**config.mk**
```make
export PLATFORM = sky130hd
export DESIGN_NAME = cdu_agc_pulse_tx_flat
export DESIGN_NICKNAME = d
export VERILOG_FILES = /design/src/rtl/cdu_agc_pulse_tx_if.sv /design/src/rtl/cdu_agc_pulse_tx.sv /design/src/flat_wrapper.sv
export SDC_FILE = /design/constraint.sdc
export NUM_CORES = 1
export LEC_CHECK = 0
export CORE_MARGIN = 2
export CORE_UTILIZATION = 45
export CTS_CLUSTER_SIZE = 30
export DETAILED_ROUTE_END_ITERATION = 10
export GPL_ROUTABILITY_DRIVEN = 0
export HOLD_SLACK_MARGIN = 0.1
export MAX_ROUTING_LAYER = met4
export PLACE_DENSITY = 0.72
export SLEW_MARGIN = 20
export SYNTH_ARGS = -nofsm -noshare
export SYNTH_HDL_FRONTEND = slang
export SYNTH_SLANG_ARGS = --single-unit
```
**constraint.sdc**
```tcl
create_clock -name clk -period 3.9 [get_ports clk]
set_input_delay 0.585 -clock clk [delete_from_list [all_inputs] [get_ports clk]]
set_output_delay 0.585 -clock clk [all_outputs]
set_load 0.02 [all_outputs]
```
**src/rtl/cdu_agc_pulse_tx_if.sv**
```systemverilog
`default_nettype none
// ============================================================================
// Module   : cdu_agc_pulse_tx_if
// Purpose  : Bundles the request, tick and AGC pulse signals of
//            cdu_agc_pulse_tx. The master side is the CDU tracking loop and
//            AGC clock source. The slave side is the pulse transmitter.
// Revision : 1.0  initial release
// ============================================================================
interface cdu_agc_pulse_tx_if #(
    parameter int ACC_W = 8
);
    logic                    tick;
    logic                    cnt_up;
    logic                    cnt_dn;
    logic                    zero_req;
    logic                    agc_plus;
    logic                    agc_minus;
    logic signed [ACC_W-1:0] pending;
    logic                    busy;
    logic                    ovf;

    modport master (
        output tick, cnt_up, cnt_dn, zero_req,
        input  agc_plus, agc_minus, pending, busy, ovf
    );

    modport slave (
        input  tick, cnt_up, cnt_dn, zero_req,
        output agc_plus, agc_minus, pending, busy, ovf
    );
endinterface
`default_nettype wire

```
**src/rtl/cdu_agc_pulse_tx.sv**
```systemverilog
`default_nettype none
// ============================================================================
// Module   : cdu_agc_pulse_tx
// Purpose  : Converts CDU read-counter up/down events into rate-limited
//            +/- increment pulses for the AGC CDU counter. One pulse is
//            emitted per slot of DIV AGC-clock ticks. A saturating signed
//            backlog holds requests that have not been emitted yet.
// Options  : define CDU_PULSE_DIAG_EN to add diag_net_o. This output is a
//            wrapping signed count of plus pulses minus minus pulses.
// Revision : 1.0  initial release
// ============================================================================
module cdu_agc_pulse_tx #(
    parameter int ACC_W = 8,
    parameter int DIV   = 8
) (
    input  wire logic               clk,
    input  wire logic               rst,
    cdu_agc_pulse_tx_if.slave       link_io
`ifdef CDU_PULSE_DIAG_EN
    ,
    output logic signed [15:0]      diag_net_o
`endif
);

    typedef enum logic [1:0] {
        ST_IDLE  = 2'd0,
        ST_PLUS  = 2'd1,
        ST_MINUS = 2'd2,
        ST_GAP   = 2'd3
    } state_t;

    localparam logic signed [ACC_W+1:0] c_one = {{(ACC_W+1){1'b0}}, 1'b1};
    localparam logic signed [ACC_W+1:0] c_max = {3'b000, {(ACC_W-1){1'b1}}};
    localparam logic [7:0]              c_slot_last = 8'(DIV - 1);

    state_t                  state_q;
    logic [7:0]              slot_q;
    logic signed [ACC_W-1:0] pending_q, pending_d;
    logic                    ovf_q, ovf_d;
    logic                    plus_q, minus_q;

    logic                    slot_bnd;
    logic                    can_emit;
    logic                    emit_plus, emit_minus;
    logic signed [ACC_W+1:0] base_w, sum_w;

    // Decide whether this clk starts a pulse. The decision uses the
    // registered backlog, so a request that arrives on the boundary clk
    // is emitted in the next slot.
    always_comb begin
        slot_bnd   = link_io.tick && (slot_q == c_slot_last);
        can_emit   = (state_q == ST_IDLE) || (state_q == ST_GAP);
        emit_plus  = slot_bnd && can_emit && !pending_q[ACC_W-1] && (|pending_q);
        emit_minus = slot_bnd && can_emit && pending_q[ACC_W-1];
    end

    // Next backlog value. The emit step is always applied. An incoming
    // request is dropped only when it would push the backlog past the limit.
    always_comb begin
        base_w = {{2{pending_q[ACC_W-1]}}, pending_q};
        if (emit_plus) begin
            base_w = base_w - c_one;
        end else if (emit_minus) begin
            base_w = base_w + c_one;
        end
        sum_w = base_w;
        if (link_io.cnt_up && !link_io.cnt_dn) begin
            sum_w = base_w + c_one;
        end else if (link_io.cnt_dn && !link_io.cnt_up) begin
            sum_w = base_w - c_one;
        end
        pending_d = sum_w[ACC_W-1:0];
        ovf_d     = ovf_q;
        if ((sum_w > c_max) || (sum_w < -c_max)) begin
            pending_d = base_w[ACC_W-1:0];
            ovf_d     = 1'b1;
        end
    end

    // Slot counter, backlog and pulse FSM. zero_req acts like a reset
    // that keeps forcing the block quiet for as long as it is held.
    always_ff @(posedge clk) begin
        if (rst || link_io.zero_req) begin
            state_q   <= ST_IDLE;
            slot_q    <= 8'd0;
            pending_q <= '0;
            ovf_q     <= 1'b0;
            plus_q    <= 1'b0;
            minus_q   <= 1'b0;
        end else begin
            if (link_io.tick) begin
                slot_q <= (slot_q == c_slot_last) ? 8'd0 : slot_q + 8'd1;
            end
            pending_q <= pending_d;
            ovf_q     <= ovf_d;
            case (state_q)
                ST_IDLE, ST_GAP: begin
                    if (emit_plus) begin
                        state_q <= ST_PLUS;
                        plus_q  <= 1'b1;
                    end else if (emit_minus) begin
                        state_q <= ST_MINUS;
                        minus_q <= 1'b1;
                    end else if (slot_bnd) begin
                        state_q <= ST_IDLE;
                    end
                end
                ST_PLUS, ST_MINUS: begin
                    if (link_io.tick) begin
                        state_q <= ST_GAP;
                        plus_q  <= 1'b0;
                        minus_q <= 1'b0;
                    end
                end
                default: begin
                    state_q <= ST_IDLE;
                    plus_q  <= 1'b0;
                    minus_q <= 1'b0;
                end
            endcase
        end
    end

`ifdef CDU_PULSE_DIAG_EN
    logic signed [15:0] diag_q;

    // Net count of emitted pulses. Wraps freely and is cleared by zero_req.
    always_ff @(posedge clk) begin
        if (rst || link_io.zero_req) begin
            diag_q <= '0;
        end else if (emit_plus) begin
            diag_q <= diag_q + 16'sd1;
        end else if (emit_minus) begin
            diag_q <= diag_q - 16'sd1;
        end
    end

    assign diag_net_o = diag_q;
`endif

    assign link_io.agc_plus  = plus_q;
    assign link_io.agc_minus = minus_q;
    assign link_io.pending   = pending_q;
    assign link_io.ovf       = ovf_q;
    assign link_io.busy      = (|pending_q) | plus_q | minus_q;

endmodule
`default_nettype wire

```
**src/flat_wrapper.sv**
```systemverilog
// flat-port wrapper written by rule: the top's interface ports become plain ports
module cdu_agc_pulse_tx_flat 
#(
    parameter int ACC_W = 8,
    parameter int DIV   = 8
)
  (clk, rst, link_io_tick, link_io_cnt_up, link_io_cnt_dn, link_io_zero_req, link_io_agc_plus, link_io_agc_minus, link_io_pending, link_io_busy, link_io_ovf);
  cdu_agc_pulse_tx_if #(.ACC_W(ACC_W)) link_io_i ();
  input  wire logic clk;
  input  wire logic rst;
  input wire logic [$bits(link_io_i.tick)-1:0] link_io_tick;
  input wire logic [$bits(link_io_i.cnt_up)-1:0] link_io_cnt_up;
  input wire logic [$bits(link_io_i.cnt_dn)-1:0] link_io_cnt_dn;
  input wire logic [$bits(link_io_i.zero_req)-1:0] link_io_zero_req;
  output wire logic [$bits(link_io_i.agc_plus)-1:0] link_io_agc_plus;
  output wire logic [$bits(link_io_i.agc_minus)-1:0] link_io_agc_minus;
  output wire logic [$bits(link_io_i.pending)-1:0] link_io_pending;
  output wire logic [$bits(link_io_i.busy)-1:0] link_io_busy;
  output wire logic [$bits(link_io_i.ovf)-1:0] link_io_ovf;
  assign link_io_i.tick = link_io_tick;
  assign link_io_i.cnt_up = link_io_cnt_up;
  assign link_io_i.cnt_dn = link_io_cnt_dn;
  assign link_io_i.zero_req = link_io_zero_req;
  assign link_io_agc_plus = link_io_i.agc_plus;
  assign link_io_agc_minus = link_io_i.agc_minus;
  assign link_io_pending = link_io_i.pending;
  assign link_io_busy = link_io_i.busy;
  assign link_io_ovf = link_io_i.ovf;
  cdu_agc_pulse_tx #(.ACC_W(ACC_W), .DIV(DIV)) u_core (.clk(clk), .rst(rst), .link_io(link_io_i));
endmodule
```
Word-level counts from Yosys, hierarchy flattened
Index checks and enable logic that the tools add are counted.
{"block": "totals", "word_cells": 61, "regBits": 21, "output_inout_bits": 12, "input_bits": 6}
{"block": "op_classes", "n_eq_ne": 9, "n_reduce_logical": 20, "addsub": 5, "mux": 17, "magnitude_cmp": 2, "bitwise_logic": 2}
{"operator": "$mux 10", "count": 4}
{"operator": "$mux 8", "count": 2}
{"operator": "$add 10x2->10 const B", "count": 1}
{"operator": "$gt 10x8->1 const B", "count": 1}
{"operator": "$lt 10x8->1 const B", "count": 1}
{"operator": "$sub 10x2->10 const B", "count": 1}
{"operator": "$add 8x2->9 const B", "count": 1}
{"operator": "$sub 8x2->9 const B", "count": 1}
{"operator": "$add 8x1->8 const B", "count": 1}
{"operator": "$eq 8x3->1 const B", "count": 1}
{"operator": "$mux 2", "count": 4}
{"operator": "$reduce_or 8->1", "count": 1}
{"operator": "$logic_and 1x1->1", "count": 7}
{"operator": "$eq 2x2->1 const B", "count": 2}
{"operator": "$mux 1", "count": 4}
{"operator": "$ne 2x1->1 const B", "count": 2}
{"operator": "$ne 2x2->1 const B", "count": 2}
{"operator": "$ne 4x1->1 const B", "count": 1}
{"operator": "$pmux 1 s2", "count": 2}
{"operator": "$pmux 2 s2", "count": 1}
{"operator": "$reduce_and 2->1", "count": 2}
{"operator": "$reduce_or 2->1", "count": 2}
{"operator": "$logic_not 1->1", "count": 3}
{"operator": "$logic_or 1x1->1", "count": 3}
{"operator": "4 further kinds", "count": 5}

Depth between registers and ports, before layout
{"block": "depth", "ltp_word": 12, "mapped_depth": 18, "ltp_nobuf": 16}

Worst setup path before layout
Ideal clock, no wire load.
{"block": "synth_path", "path_kind": "register to register", "startpoint": "reg u_core.pending_q[0] (netlist: u_core.link_io.pending[0])", "endpoint": "reg u_core.pending_q[4] (netlist: u_core.link_io.pending[4])", "path_buffers": 2, "period_less_slack_ns": 4.231, "setup_slack_ns": -0.331, "arrival_time_ns": 4.110, "stages_incl_launch_ff": 15, "setup_time_ns": 0.121, "required_ns": 3.779, "cell_sequence": "dfxtp_1 > clkbuf_1 > inv_1 > ha_1 > nor4b_1 > and2_1 > clkbuf_1 > or4_4 > a22oi_2 > or4b_4 > nor3_1 > o21a_1 > mux2_4 > or3_1 > mux2_4"}
{"block": "synth_via", "elab_chain_len": 9, "word_cells_on_any_way": 14, "classes_between": "add/sub: 4; order compare: 2; mux: 5; reduce/logical: 3"}
{"item": "start: declaration", "line": "cdu_agc_pulse_tx.sv:38", "rtl": "logic signed [ACC_W-1:0] pending_q, pending_d;"}
{"item": "start signal: assignment", "line": "cdu_agc_pulse_tx.sv:94", "rtl": "pending_q <= pending_d;"}
{"item": "$add 8x2->9 or $reduce_or 8->1 (tied branches)", "line": "cdu_agc_pulse_tx.sv:64, cdu_agc_pulse_tx.sv:53"}
{"item": "$mux 10 or $logic_and 1x1->1 (tied branches)", "line": "cdu_agc_pulse_tx.sv:63, cdu_agc_pulse_tx.sv:53"}
{"item": "$mux 10 *", "line": "cdu_agc_pulse_tx.sv:61", "rtl": "if (emit_plus) begin"}
{"item": "$sub 10x2->10", "line": "cdu_agc_pulse_tx.sv:70", "rtl": "sum_w = base_w - c_one;"}
{"item": "$mux 10", "line": "cdu_agc_pulse_tx.sv:69", "rtl": "end else if (link_io.cnt_dn && !link_io.cnt_up) begin"}
{"item": "$mux 10", "line": "cdu_agc_pulse_tx.sv:67", "rtl": "if (link_io.cnt_up && !link_io.cnt_dn) begin"}
{"item": "$gt 10x8->1 or $lt 10x8->1 (tied branches)", "line": "cdu_agc_pulse_tx.sv:74", "rtl": "if ((sum_w > c_max) || (sum_w < -c_max)) begin"}
{"item": "$logic_or 1x1->1", "line": "cdu_agc_pulse_tx.sv:74"}
{"item": "$mux 8 *", "line": "cdu_agc_pulse_tx.sv:74"}
Mark *: on every way between the ends. The rest lies on a longest branch, timed or not.
A chain may end at the register's enable or synchronous reset.

Final worst setup path
{"block": "layout_path", "startpoint": "reg u_core.slot_q[5]", "endpoint": "reg u_core.pending_q[4] (netlist: u_core.link_io.pending[4])"}
{"block": "layout_via", "elab_chain_len": 12, "word_cells_on_any_way": 16, "classes_between": "add/sub: 2; order compare: 2; eq/ne: 1; mux: 5; reduce/logical: 6"}
{"item": "start: declaration", "line": "cdu_agc_pulse_tx.sv:37", "rtl": "logic [7:0] slot_q;"}
{"item": "start signal: assignment", "line": "cdu_agc_pulse_tx.sv:92", "rtl": "slot_q <= (slot_q == c_slot_last) ? 8'd0 : slot_q + 8'd1;"}
{"item": "$eq 8x3->1 *", "line": "cdu_agc_pulse_tx.sv:51", "rtl": "slot_bnd = link_io.tick && (slot_q == c_slot_last);"}
{"item": "$logic_and 1x1->1 *", "line": "cdu_agc_pulse_tx.sv:51"}
{"item": "$logic_and 1x1->1 *", "line": "cdu_agc_pulse_tx.sv:53, cdu_agc_pulse_tx.sv:54"}
{"item": "$logic_and 1x1->1 (on tied branches)", "line": "cdu_agc_pulse_tx.sv:54, cdu_agc_pulse_tx.sv:53"}
{"item": "$mux 10 or $logic_and 1x1->1 (tied branches)", "line": "cdu_agc_pulse_tx.sv:63, cdu_agc_pulse_tx.sv:53"}
{"item": "$mux 10 *", "line": "cdu_agc_pulse_tx.sv:61"}
{"item": "$sub 10x2->10", "line": "cdu_agc_pulse_tx.sv:70"}
{"item": "$mux 10", "line": "cdu_agc_pulse_tx.sv:69"}
{"item": "$mux 10", "line": "cdu_agc_pulse_tx.sv:67"}
{"item": "$gt 10x8->1 or $lt 10x8->1 (tied branches)", "line": "cdu_agc_pulse_tx.sv:74"}
{"item": "$logic_or 1x1->1", "line": "cdu_agc_pulse_tx.sv:74"}
{"item": "$mux 8 *", "line": "cdu_agc_pulse_tx.sv:74"}
Marks and branches as above.

==> impl_results.md <==
* Worst-path cell chain: or4b_4, or3_4, or4_4, a22oi_2, or4b_4, nor3_2, o21a_2, mux2_4, or3_4, mux2_4
* CTS tree: done
* Commonest non-fill, non-tap cells in the layout: buf_4 (60), nor2_1 (21), nand2_1 (19)
* TritonCTS Buffers at 3
* Fmax at 260 MHz
* Die area at 4770 um^2
* # IOs at 18
* Synth Instances at about 250
* CP startpoint: u_core.slot_q[5]
* Reg2reg start: u_core.slot_q[5]
* GRT Total Usage at 25.1%
* Synth area leader: dfxtp_1
* Hold-fix buffers, CTS at 0
* Maximum buffer depth of the clock tree at 2
* Fin cells at about 370
* Min-delay worst type: flop to flop
* Post-synthesis sequential area ratio at between 20% and 30%
* Total congestion overflow at 0
* Critical Path Slowest Stage Cell: or4b_4
* Reg2reg end: u_core.link_io.pending[4]
* Final period util at between 90% and 100%
* Slew @ Worst Pin at approximately 0.74 ns
* Worst Clk Skew at 0.00728 ns
* Post-Place Cells at roughly 370
* Row count at 23
* Synth warnings at 0
* Slew headroom at ~50%
* #FFs+latches synth at 21
* Clock Sinks at 21
* Most used DFF post-synth: dfxtp_1
* Root Buffer Master: clkbuf_8
* Starting DRT DRC Count at around 200
* CP peak stage delay at approximately 0.55 ns
* Synth area leaders: dfxtp_1 (22%), nor2_1 (4.3%), ha_1 (3.9%)
* Number of fill cells at between 300 and 400
* Count of final setup violators at 0
* Most common cell after layout, fill and taps aside: buf_4
* VDD IR max at 161 uV
* Crit path DAT at around 4.0 ns
* Post-DRT Antenna Nets at 0
* Final Power at between 0.6 and 0.7 mW
* Global-route wire length before repair at between 9000 and 10,000 um
* Starting Density at 47.3%
* Post-synth cell types at 57
* Synth top area share at between 20% and 30%
* Pwr/cell area at about 240 nW/um^2
* DR WL/cell at around 16 um
* Core area at 4030 um^2
* FF-to-FF setup slack at between 0.05 and 0.06 ns
* Mean Syn Cell Area at approximately 7.7 um^2
* Die Wd at 69.1 um
* Worst reg2reg path depth at 10
* Leakage power at between 1 and 1.5 nW
* MaxCap Viol Count at 0
* Largest net degree at the start of global routing at 16
* P&R area growth vs syn at 40.3%
* DRC at 0
* Crit path depth at 10
* Initial antenna violation count at 0
* # diodes at 0
* Buf/Inv on CP at 0
* EDFF count, synth at 0
* CP Capture Type: flop
* Vias at 2,307
* Nets at around 330
* Pins Over Slew Limit at 0
* Clk_lat worst skew at between 0.2 and 0.3 ns
* Htree depth at 1
* Die height at 69.1 um
* Share of layout cells above drive strength 1 at between 20% and 30%
* Startpoint Class: flop
* Crit-path max FO at 5
* Critical path's top delay family: simple AND/OR/NAND/NOR gates
* Shortest period the worst path allows at between 3 and 4 ns
* Post-synth ARST share at 0%
* Syn_nets at between 200 and 300
* CP Class: flop to flop
* PortBufs at 17
* Worst path required time at approximately 4.1 ns
* Vias in the first global route at 2,105
* Synthesized cell area at between 1500 and 2000 um^2
* Detailed Route WL at 5970 um
* Hpwl dp at approximately 4500 um
* Critical path endpoint: u_core.link_io.pending[4]
* Number of detailed-route iterations in the first pass at 5
* Routed vias/inst at between 6 and 7
* Status: complete, no violations
* Final Hold Viols at 0
* Clk slew on worst S/H paths at 0.10 ns
## logic make-up (layout without fill, tap and decap cells)
logic type,count (synthesis),after routing,share of synthesized area [%]
flip-flops,21,21,22.0
XOR/XNOR,13,13,5.97
buffers and inverters,15,88,3.02
AO/OA/AOI/OAI,70,70,27.0
adder cells (fa/ha/maj),6,6,3.94
multiplexers,6,6,3.67
AND/OR/NAND/NOR,117,117,34.3
## through the flow
stage	instance area (um^2)	worst slack, ns	setup TNS, ns	hold WS (ns)	utilization, %
after floorplan	1930	0.0164	0	0.458	-
after global placement	2550	-0.191	-0.985	0.466	63.4
after detailed placement	2550	-0.201	-1.05	0.473	63.4
after CTS	2600	0.0281	0	0.489	64.5
after global routing	2680	-0.0734	-0.0734	0.517	66.4
final	2680	0.0587	0	0.485	66.4
## registers in the layout (all words and copies together) (netlist names)
register                  count
u_core.link_io.agc_minus      1
u_core.link_io.agc_plus       1
u_core.link_io.ovf            1
u_core.link_io.pending        8
u_core.slot_q                 8
u_core.state_q                2
## where the power goes
part | internal (mW) | switching (mW)
Combinational | 0.120 | 0.136
Sequential | 0.220 | 0.00483
Clock | 0.0718 | 0.0908
Total | 0.412 | 0.231
## area by class of cell
class	count	area [um^2]	share of cell area, %
multi-input cells	212	1480	55.4
repair buffers	78	634	23.7
flip-flops and latches	21	427	15.9
well taps	50	62.6	2.34
clock buffers	3	41.3	1.54
inverters	6	22.5	0.842
clock inverters	1	5.00	0.187
## what timing repair did
item	CTS	global route
setup buffers	0	2
setup endpoints to repair	0	8
gates resized for setup	0	17
## synthesized netlist by cell type, types with 2 or more instances
master,count
nor2_1,22
dfxtp_1,21
nand2_1,19
nor3_1,14
o21ai_0,13
nand3_1,12
a21oi_1,10
or3_1,9
clkbuf_1,8
o31a_1,8
xnor2_1,7
ha_1,6
inv_1,6
nand2b_1,6
nand4_1,6
o211ai_1,6
xor2_1,6
and3_1,5
a41oi_1,4
mux2i_1,4
nor4_1,4
a22oi_1,3
and2_1,3
o21a_1,3
or2_2,3
a211oi_1,2
a21boi_0,2
a21o_1,2
mux2_4,2
nor2b_1,2
nor4b_1,2
o32a_1,2
or4b_4,2
## worst min-delay path: cells and delay by family (launching register included)
family / cells / cell delay [ns]
flip-flops: 1 / 0.33
AO/OA/AOI/OAI: 1 / 0.06
AND/OR/NAND/NOR: 1 / 0.06
## worst min path at each step
stage	start	endpoint	slack, ns	depth (start not counted)
floorplan	u_core.slot_q[7]	u_core.slot_q[7]	0.46	2
global placement	u_core.link_io.ovf	u_core.link_io.ovf	0.47	1
detailed placement	u_core.link_io.ovf	u_core.link_io.ovf	0.47	1
CTS	u_core.link_io.agc_plus	u_core.link_io.agc_plus	0.49	2
global route	u_core.link_io.ovf	u_core.link_io.ovf	0.52	1
finish	u_core.link_io.agc_plus	u_core.link_io.agc_plus	0.49	2
## layer usage
metal,wire length [um],vias up,GRT usage [%]
li1,-,1104,-
met1,2820,1093,35.1
met2,2700,95,37.9
met3,317,15,2.78
met4,131,0,8.06
met5,0,-,-
No activity file was read; power rests on OpenSTA's default activity.
